### config.mk
export PLATFORM = sky130hd
export DESIGN_NAME = interrupt_control
export DESIGN_NICKNAME = d
export VERILOG_FILES = /design/src/rtl/interrupt_control_pkg.sv /design/src/rtl/interrupt_control_irq_collector.sv /design/src/rtl/interrupt_control.sv
export SDC_FILE = /design/constraint.sdc
export NUM_CORES = 1
export LEC_CHECK = 0
export ABC_AREA = 1
export CORE_MARGIN = 1.5
export CORE_UTILIZATION = 37
export CTS_CLUSTER_SIZE = 8
export DETAILED_ROUTE_END_ITERATION = 12
export PLACE_DENSITY = 0.87
export RECOVER_POWER = 100
export SLEW_MARGIN = 40
export SYNTH_ARGS = -nofsm -noshare
export SYNTH_HDL_FRONTEND = slang
export SYNTH_SLANG_ARGS = --single-unit
### constraint.sdc
create_clock -name clk -period 1.3 [get_ports clk]
set_clock_uncertainty 0.1 [all_clocks]
set_input_delay 0.195 -clock clk [delete_from_list [all_inputs] [get_ports clk]]
set_output_delay 0.195 -clock clk [all_outputs]
set_load 0.01 [all_outputs]
### src/rtl/interrupt_control_pkg.sv
// Shared state encodings and interrupt IOT codes
// for the CPU interrupt control slice.
package interrupt_control_pkg;

  typedef enum logic [4:0] {
    S_F0, S_F1, S_F2, S_F3,
    S_D0, S_D1, S_D2, S_D3,
    S_DW,
    S_E0, S_E1, S_E2, S_E3,
    S_H0, S_H1, S_H2, S_H3,
    S_EAE0, S_EAE1, S_EAE2,
    S_EAE3, S_EAE4, S_EAE5,
    S_DB0, S_DB1
  } state_e;

  localparam logic [0:2] OP_JMS = 3'o4;
  localparam logic [0:2] OP_JMP = 3'o5;
  localparam logic [0:2] OP_IOT = 3'o6;

  localparam logic [0:11] IOT_SKON = 12'o6000;
  localparam logic [0:11] IOT_ION  = 12'o6001;
  localparam logic [0:11] IOT_IOF  = 12'o6002;
  localparam logic [0:11] IOT_SRQ  = 12'o6003;
  localparam logic [0:11] IOT_RTF  = 12'o6005;
  localparam logic [0:11] IOT_CAF  = 12'o6007;

  localparam logic [0:5] CIF_HI = 6'o62;

  // CIF/CDI: 62x2 and 62x3
  function automatic logic is_cif(
    input logic [0:11] ins
  );
    return (ins[0:5] == CIF_HI) &&
           (ins[9:10] == 2'b01);
  endfunction

endpackage

### src/rtl/interrupt_control_irq_collector.sv
// Masks, OR-reduces and registers device
// interrupt requests into a single int_req.
module interrupt_control_irq_collector #(
  parameter int              N_DEV    = 4,
  parameter logic [N_DEV-1:0] IRQ_MASK = {N_DEV{1'b1}}
) (
  input  logic             clk,
  input  logic             reset,
  input  logic [N_DEV-1:0] dev_irq,
  output logic             int_req
);

  always_ff @(posedge clk) begin
    if (reset) begin
      int_req <= 1'b0;
    end else begin
      int_req <= |(dev_irq & IRQ_MASK);
    end
  end

endmodule

### src/rtl/interrupt_control.sv
// Interrupt enable/inhibit/skip logic feeding
// the CPU sequencer's interrupt inputs.
module interrupt_control
  import interrupt_control_pkg::*;
#(
  parameter int              N_DEV    = 4,
  parameter logic [N_DEV-1:0] IRQ_MASK = {N_DEV{1'b1}}
) (
  input  logic             clk,
  input  logic             reset,
  input  logic [4:0]       state,
  input  logic [0:11]      instruction,
  input  logic             int_in_prog,
  input  logic [N_DEV-1:0] dev_irq,
  output logic             int_req,
  output logic             int_ena,
  output logic             int_inh,
  output logic             ion_pend,
  output logic             iot_skip,
  output logic             int_ack
);

  logic       iip_q;
  logic       take;
  logic [0:2] op;
  logic       jmp_jms;
  logic       in_f0, in_f1, in_f2, in_dw;
  logic       is_skon, is_ion, is_iof;
  logic       is_srq, is_rtf, is_caf;
  logic       is_cifd, is_djmp, is_ijmp;

  interrupt_control_irq_collector #(
    .N_DEV    (N_DEV),
    .IRQ_MASK (IRQ_MASK)
  ) u_irq_collector (
    .clk     (clk),
    .reset   (reset),
    .dev_irq (dev_irq),
    .int_req (int_req)
  );

  assign op      = instruction[0:2];
  assign jmp_jms = (op == OP_JMS) ||
                   (op == OP_JMP);

  assign in_f0 = (state == S_F0);
  assign in_f1 = (state == S_F1);
  assign in_f2 = (state == S_F2);
  assign in_dw = (state == S_DW);

  assign is_skon = (instruction == IOT_SKON);
  assign is_ion  = (instruction == IOT_ION);
  assign is_iof  = (instruction == IOT_IOF);
  assign is_srq  = (instruction == IOT_SRQ);
  assign is_rtf  = (instruction == IOT_RTF);
  assign is_caf  = (instruction == IOT_CAF);
  assign is_cifd = (op == OP_IOT) &&
                   is_cif(instruction);
  assign is_djmp = jmp_jms && !instruction[3];
  assign is_ijmp = jmp_jms && instruction[3];

  // Edge of int_in_prog so a repeated E0 does not re-ack
  assign take = int_in_prog && !iip_q;

  always_ff @(posedge clk) begin
    if (reset) begin
      iip_q    <= 1'b0;
      int_ack  <= 1'b0;
      int_ena  <= 1'b0;
      int_inh  <= 1'b0;
      ion_pend <= 1'b0;
      iot_skip <= 1'b0;
    end else begin
      iip_q   <= int_in_prog;
      int_ack <= take;
      unique case (1'b1)
        in_f0: iot_skip <= 1'b0;
        in_f1: begin
          if (ion_pend) begin
            int_ena  <= 1'b1;
            ion_pend <= 1'b0;
          end
        end
        in_f2: begin
          unique case (1'b1)
            is_skon: begin
              iot_skip <= int_ena;
              int_ena  <= 1'b0;
              ion_pend <= 1'b0;
            end
            is_ion: ion_pend <= 1'b1;
            is_iof: begin
              int_ena  <= 1'b0;
              ion_pend <= 1'b0;
            end
            is_srq: iot_skip <= int_req;
            is_rtf: begin
              ion_pend <= 1'b1;
              int_inh  <= 1'b1;
            end
            is_caf: begin
              int_ena  <= 1'b0;
              int_inh  <= 1'b0;
              ion_pend <= 1'b0;
            end
            is_cifd: int_inh <= 1'b1;
            is_djmp: int_inh <= 1'b0;
            default: ;
          endcase
        end
        in_dw: begin
          if (is_ijmp) int_inh <= 1'b0;
        end
        default: ;
      endcase
      // Acceptance overrides any same-cycle enable
      if (take) begin
        int_ena  <= 1'b0;
        ion_pend <= 1'b0;
      end
    end
  end

endmodule

* Yosys cells after proc, flatten, opt, wreduce, memory -nomap -nowiden
Index checks and enable logic that the tools add are counted.
** Word-level totals
- Flip-flop bits (word level) :: 7
- Input bits :: 24
- Output and inout port bits :: 6
** Cells by class
- Reductions and logical operators :: 22
- Eq/ne operators :: 20
- Muxes and demuxes :: 10
** Operators with widths (count)
- 12-bit equality test, second input constant :: 6
- 1-bit one-hot mux with 2 select lines :: 7
- 3-bit equality test, second input constant :: 3
- 2-bit OR reduction :: 4
- 6-bit equality test, second input constant :: 1
- 3-bit inequality test, second input constant :: 2
- 3-bit AND reduction :: 2
- 2-bit nonzero test :: 3
- 5-bit by 1-bit equality test with 1-bit output, second input constant :: 1
- 5-bit by 2-bit equality test with 1-bit output, second input constant :: 1
- 5-bit by 4-bit equality test with 1-bit output, second input constant :: 1
- 1-bit logical AND :: 5
- 5-bit zero test :: 1
- 2-bit inequality test, second input constant :: 2
- 2-bit AND reduction :: 2
- 4-bit OR reduction :: 1
- 1-bit two-way mux :: 3
- 3-bit by 1-bit inequality test with 1-bit output, second input constant :: 1
- 3-bit OR reduction :: 1
- 2-bit by 1-bit equality test with 1-bit output, second input constant :: 1
- 1-bit zero test :: 2
- 2-bit by 1-bit inequality test with 1-bit output, second input constant :: 1
- 1-bit logical OR :: 1

* Depth between registers and ports, before layout
- Depth in word-level cells :: 6
- Gate-level depth with buffers :: 10

* Cells and area by module
From an unflattened synthesis, not the netlist that was laid out.
** Unflattened totals
- Cell total of the unflattened synthesis :: 100
- Area, all modules :: 559.3 um2
** By module, submodules not included
- interrupt_control :: seq. area each 120.1 um2, times used 1, cells an instance 96, area an instance 526.8 um2
- interrupt_control_irq_collector :: seq. area each 20.0 um2, times used 1, cells an instance 4, area an instance 32.5 um2

* Worst setup path before layout
No wires, ideal clock.
- Kind :: in2reg
- Start point :: input port state[3]
- End point :: register int_inh
- Setup slack :: 0.165 ns
- Setup time :: 0.115 ns
- Buffers on the path :: 0
- Arrival :: 0.920 ns
- Stages on the path :: 8
- Path through :: nor2_2 > nand2_2 > nor2_4 > nand2_1 > nor2_1 > nand2_1 > a21oi_1 > nor2_1
** On the way
- Word-level cells in the longest chain between the ends :: 3
- Elaborated cells between the ends (all ways) :: 7
- Those cells by class :: 4 x eq/ne; 1 x mux; 2 x reduce/logical
** RTL lines
- start: declaration :: line interrupt_control.sv:11 : input logic [4:0] state,
- 5-bit by 2-bit equality test with 1-bit output or 5-bit by 4-bit equality test with 1-bit output (tied branches) :: line interrupt_control.sv:48, interrupt_control.sv:49
- 3-bit inequality test (no line) (tied with other cells)
- 3-bit AND reduction (no line)
- end signal: assignment :: line interrupt_control.sv:70 : int_inh <= 1'b0;
- end signal: assignment :: line interrupt_control.sv:99 : int_inh <= 1'b1;
- end signal: assignment :: line interrupt_control.sv:103 : int_inh <= 1'b0;
- end: declaration :: line interrupt_control.sv:17 : output logic int_inh,
Parallel ways exist; a longest one is shown, timed or not.
A chain may end at the register's enable or synchronous reset.

* Worst setup path after layout
- Start point :: input port state[0]
- End point :: register int_inh
Same word-level chain as after synthesis.

==> flow_results.org <==
** Layout
- Nets :: 175
- Fraction of layout cells with a size suffix above 1 :: 23.3%
- Across the whole layout, storage elements account for 140 um^2.
- Commonest non-fill, non-tap cells in the layout :: 26 x nand2_1, 23 x dlygate4sd2_1, 17 x inv_1
- The multi-input combinational cells in the finished layout cover a total of 399 um^2.
- After routing the design area is 0.00103 mm^2.
- Filler cell count :: 125
- Leaving out fill and tap cells, the most frequent cell in the layout is nand2_1.
- The area growth from synthesis to layout is 82.5%.
- 0 antenna diodes ended up in the layout.

** Worst setup path
- In this run the worst setup path begins at state[0].
- In this design, the stage delay of the slowest critical-path cell is 0.25 ns.
- The critical path goes through dlygate4sd2_1 > nor2_2 > buf_4 > nand4_1 > o22ai_2 > nand3_2 > nand2_1 > nor2_1.
- Counting both buffers and inverters, the worst setup path holds a total of 2.
- Highest fanout seen on the critical path :: 3
- Cell type group with the largest total delay on the critical path :: simple AND/OR/NAND/NOR gates
- Startpoint-to-endpoint class of the critical path :: in2reg
- STA classifies the critical path startpoint as an input pin.
- Arrival time worst endpoint :: 1.30 ns
- For the worst setup path, the data required time is 1.34 ns.
- Endpoint type of the worst setup path :: flop
- R2R Path Start :: u_irq_collector.int_req
- The slowest stage of the critical path belongs to the cell dlygate4sd2_1.

** Synth
- The synthesized netlist devotes 9.53% of its cell area to compound gates.
- Post-synthesis net count :: 125
- Summing the sequential cell areas from Yosys gives 24.8% of the chip area.
- The synthesized netlist devotes 0% of its cell area to XOR and XNOR gates.
- Mean instance size in the synthesized netlist :: 5.59 um^2
- Yosys cell types :: 17
- Post-synthesis sequential element count :: 7
- Summing the areas of all and, or, nand and nor instances in the mapped netlist gives 53.7% of the synthesized area.
- Gate Count Post-Synth :: 101
- Top cell type's share of synthesized area :: 24.8%
- Top cell type by total area after synthesis :: dfxtp_1
- Post-synthesis share of cell area spent on full adders, half adders and majority gates :: 0%
- Post-synthesis mux area share :: 0%
- By area the synthesized netlist is led by dfxtp_1 25%, nand2_1 18%, nor2_1 13%.
- Number of warnings printed during yosys synthesis :: 0
- Summing every instance area after synthesis gives 564 um^2.
- Main combinational cell family by area after synthesis :: simple AND/OR/NAND/NOR gates

** Placement
- At the end of routability-driven placement, the weighted congestion stood at 0.748.
- After legalization and detailed placement, the total HPWL measured 1.29 mm.
- After detailed placement, the total cell area comes to 971 um^2.
- Placement-stage worst setup slack :: -0.406 ns
- Port buffer count :: 29

** Drt
- Starting DRT DRC Count :: 20
- DRT Pass-1 Iters :: 4
- The count of nets left with antenna violations once routing finished came out at 0.
- In this run the top signal layer used is met4.
- Wirelength, routed :: 1.85 mm
- Routed length on met1 :: 782 um
- Summed over all nets, wire length on met3 after detailed routing comes to 74 um.
- In the detailed route, the total length drawn on met2 is 974 um.
- DRC violation count after routing :: 0
- After detailed routing, the average wire length per cell comes to 11.2 um.
- Dividing the detail-routed via count by the number of cells gives 5.06.
- Vias :: 835

** Global routing
- Vias in the first global route :: 809
- Global routing finished with a remaining overflow of 0.
- The initial antenna violation count was 0.
- Pin count of the biggest net entering global routing :: 8
- The first global-routing pass estimated 3.11 mm of wire.
- Tot GR Track Use :: 22.1%

** Clocking
- The clock passes through at most 2 buffers.
- After clock tree synthesis, the clock-pin slew on the worst setup and hold paths is 0.07 ns.
- Clock tree synthesis found a total of 7 sinks.
- Clock tree from TritonCTS :: built
- CTS H-Tree Depth :: 1
- Number of CTS-inserted buffers :: 3
- In this run the clock root is driven by a clkbuf_4.
- Cts hold-fix bufs :: 0
- Clock latency of the later-clocked register in the worst-skew pair :: 0.26 ns

** Pwr
- Across the VDD grid, the largest voltage drop is 0.596 mV.
- Dividing total power by cell area gives a power density of 598 mW/mm^2.
- The analysis attributes to cell leakage a power of 0.523 nW.
- Total power after layout :: 0.615 mW

** Hold path
- Hold path startpoint :: iip_q
- Worst min-delay path category :: reg2reg

** Die
- The floorplan step set the die width to 42.1 um.
- Ports :: 30
- Effective utilization at floorplan :: 41.3%
- After floorplanning, the core was divided into 13 placement rows.
- The floorplan step set the die height to 42.1 um.
- The die covers 0.00177 mm^2.
- Placeable core region :: 0.00137 mm^2

** Timing
- Worst Max-Slew Pin Slew :: 0.219 ns
- Highest attainable clock frequency :: 0.793 GHz
- Final Hold Slack :: 0.322 ns
- Final-report setup violation count :: 0
- Unrepaired setup endpoints after global routing :: false
- Across all setup checks in the final design, the least slack found is 0.0392 ns.
- The final count of hold timing violations was 0.
- Setup total negative slack on the finished layout was measured at 0 ns.
- The number of pins exceeding their max-slew limit in the final report is 0.
- The final critical path takes up 97.0% of the cycle.
- The worst path needs 1.26 ns of the cycle, external delays included.
- Max_slew headroom :: 85.3%

** Outcome
- The flow ran to the end, and the final reports show no timing, DRC or antenna violations.

** Run
- Across the run, the number of max-cap violations was 0.
## logic make-up (layout without fill, tap and decap cells)
| logic type | Yosys count | after routing |
|---|---|---|
| compound gates | 10 | 10 |
| buf+inv | 18 | 67 |
| flops | 7 | 7 |
| simple gates | 66 | 66 |
## timing repair
action	4_1_cts	5_1_grt
pin swaps	13	4
endpoints found under the setup margin	10	2
resized for setup	34	1
buffers inserted	3	0
## state kept, by name, summed over array words and instances, names as in the netlist
signal,count
iip_q,1
int_ack,1
int_ena,1
int_inh,1
ion_pend,1
iot_skip,1
u_irq_collector.int_req,1
## synthesized netlist by cell type
library cell  count
o22ai_1           1
nand4_1           2
nor3_1            2
nor4_1            1
nor2_1           19
nand2_1          27
nor2_4            2
nand3_1           7
o211ai_1          1
a21oi_1           7
nand3b_1          2
o21ai_0           1
nor2_2            2
inv_1            18
nand2_2           1
nand3_2           1
dfxtp_1           7
## metrics by stage
stage                     utilization [%]  std cells
final                                75.4        165
after global routing                 75.4        165
after CTS                            75.4        165
after detailed placement             71.1        158
after global placement               71.1        158
after floorplan                         -        101
## routing by layer
metal  global-route usage, %  vias up
met5                       0        -
met4                    10.0        0
met3                    5.17        4
met2                    37.8       27
met1                    26.2      388
li1                        -      416
## power breakdown
group,internal (mW),switching (mW)
logic,0.0950,0.0833
registers,0.221,0.00288
clock network,0.118,0.0957
total,0.433,0.182
## final cells by class
cell class                 count  area share [%]
multi-input combinational     76            38.8
tap                           15            1.82
sequential                     7            13.6
inverter                      18            6.56
timing repair buffer          45            36.7
clock buffer                   4            2.55
## worst reg2reg max path: stages, from the launching register on
cell     delay (ns)
dfxtp_1        0.33
inv_1          0.05
nand3_1        0.07
nand2_1        0.05
nor2_1         0.09
nand2_1        0.07
a21oi_2        0.11
## path summary, 6_finish.rpt
path / end / slack (ns) / cells past startpoint
worst max register to register: iot_skip / 0.37 / 6
worst min-delay path: int_ack / 0.32 / 1
worst max-delay path: int_inh / 0.04 / 8
worst min register to register: int_ack / 0.32 / 1
No activity file was read; power rests on OpenSTA's default activity.
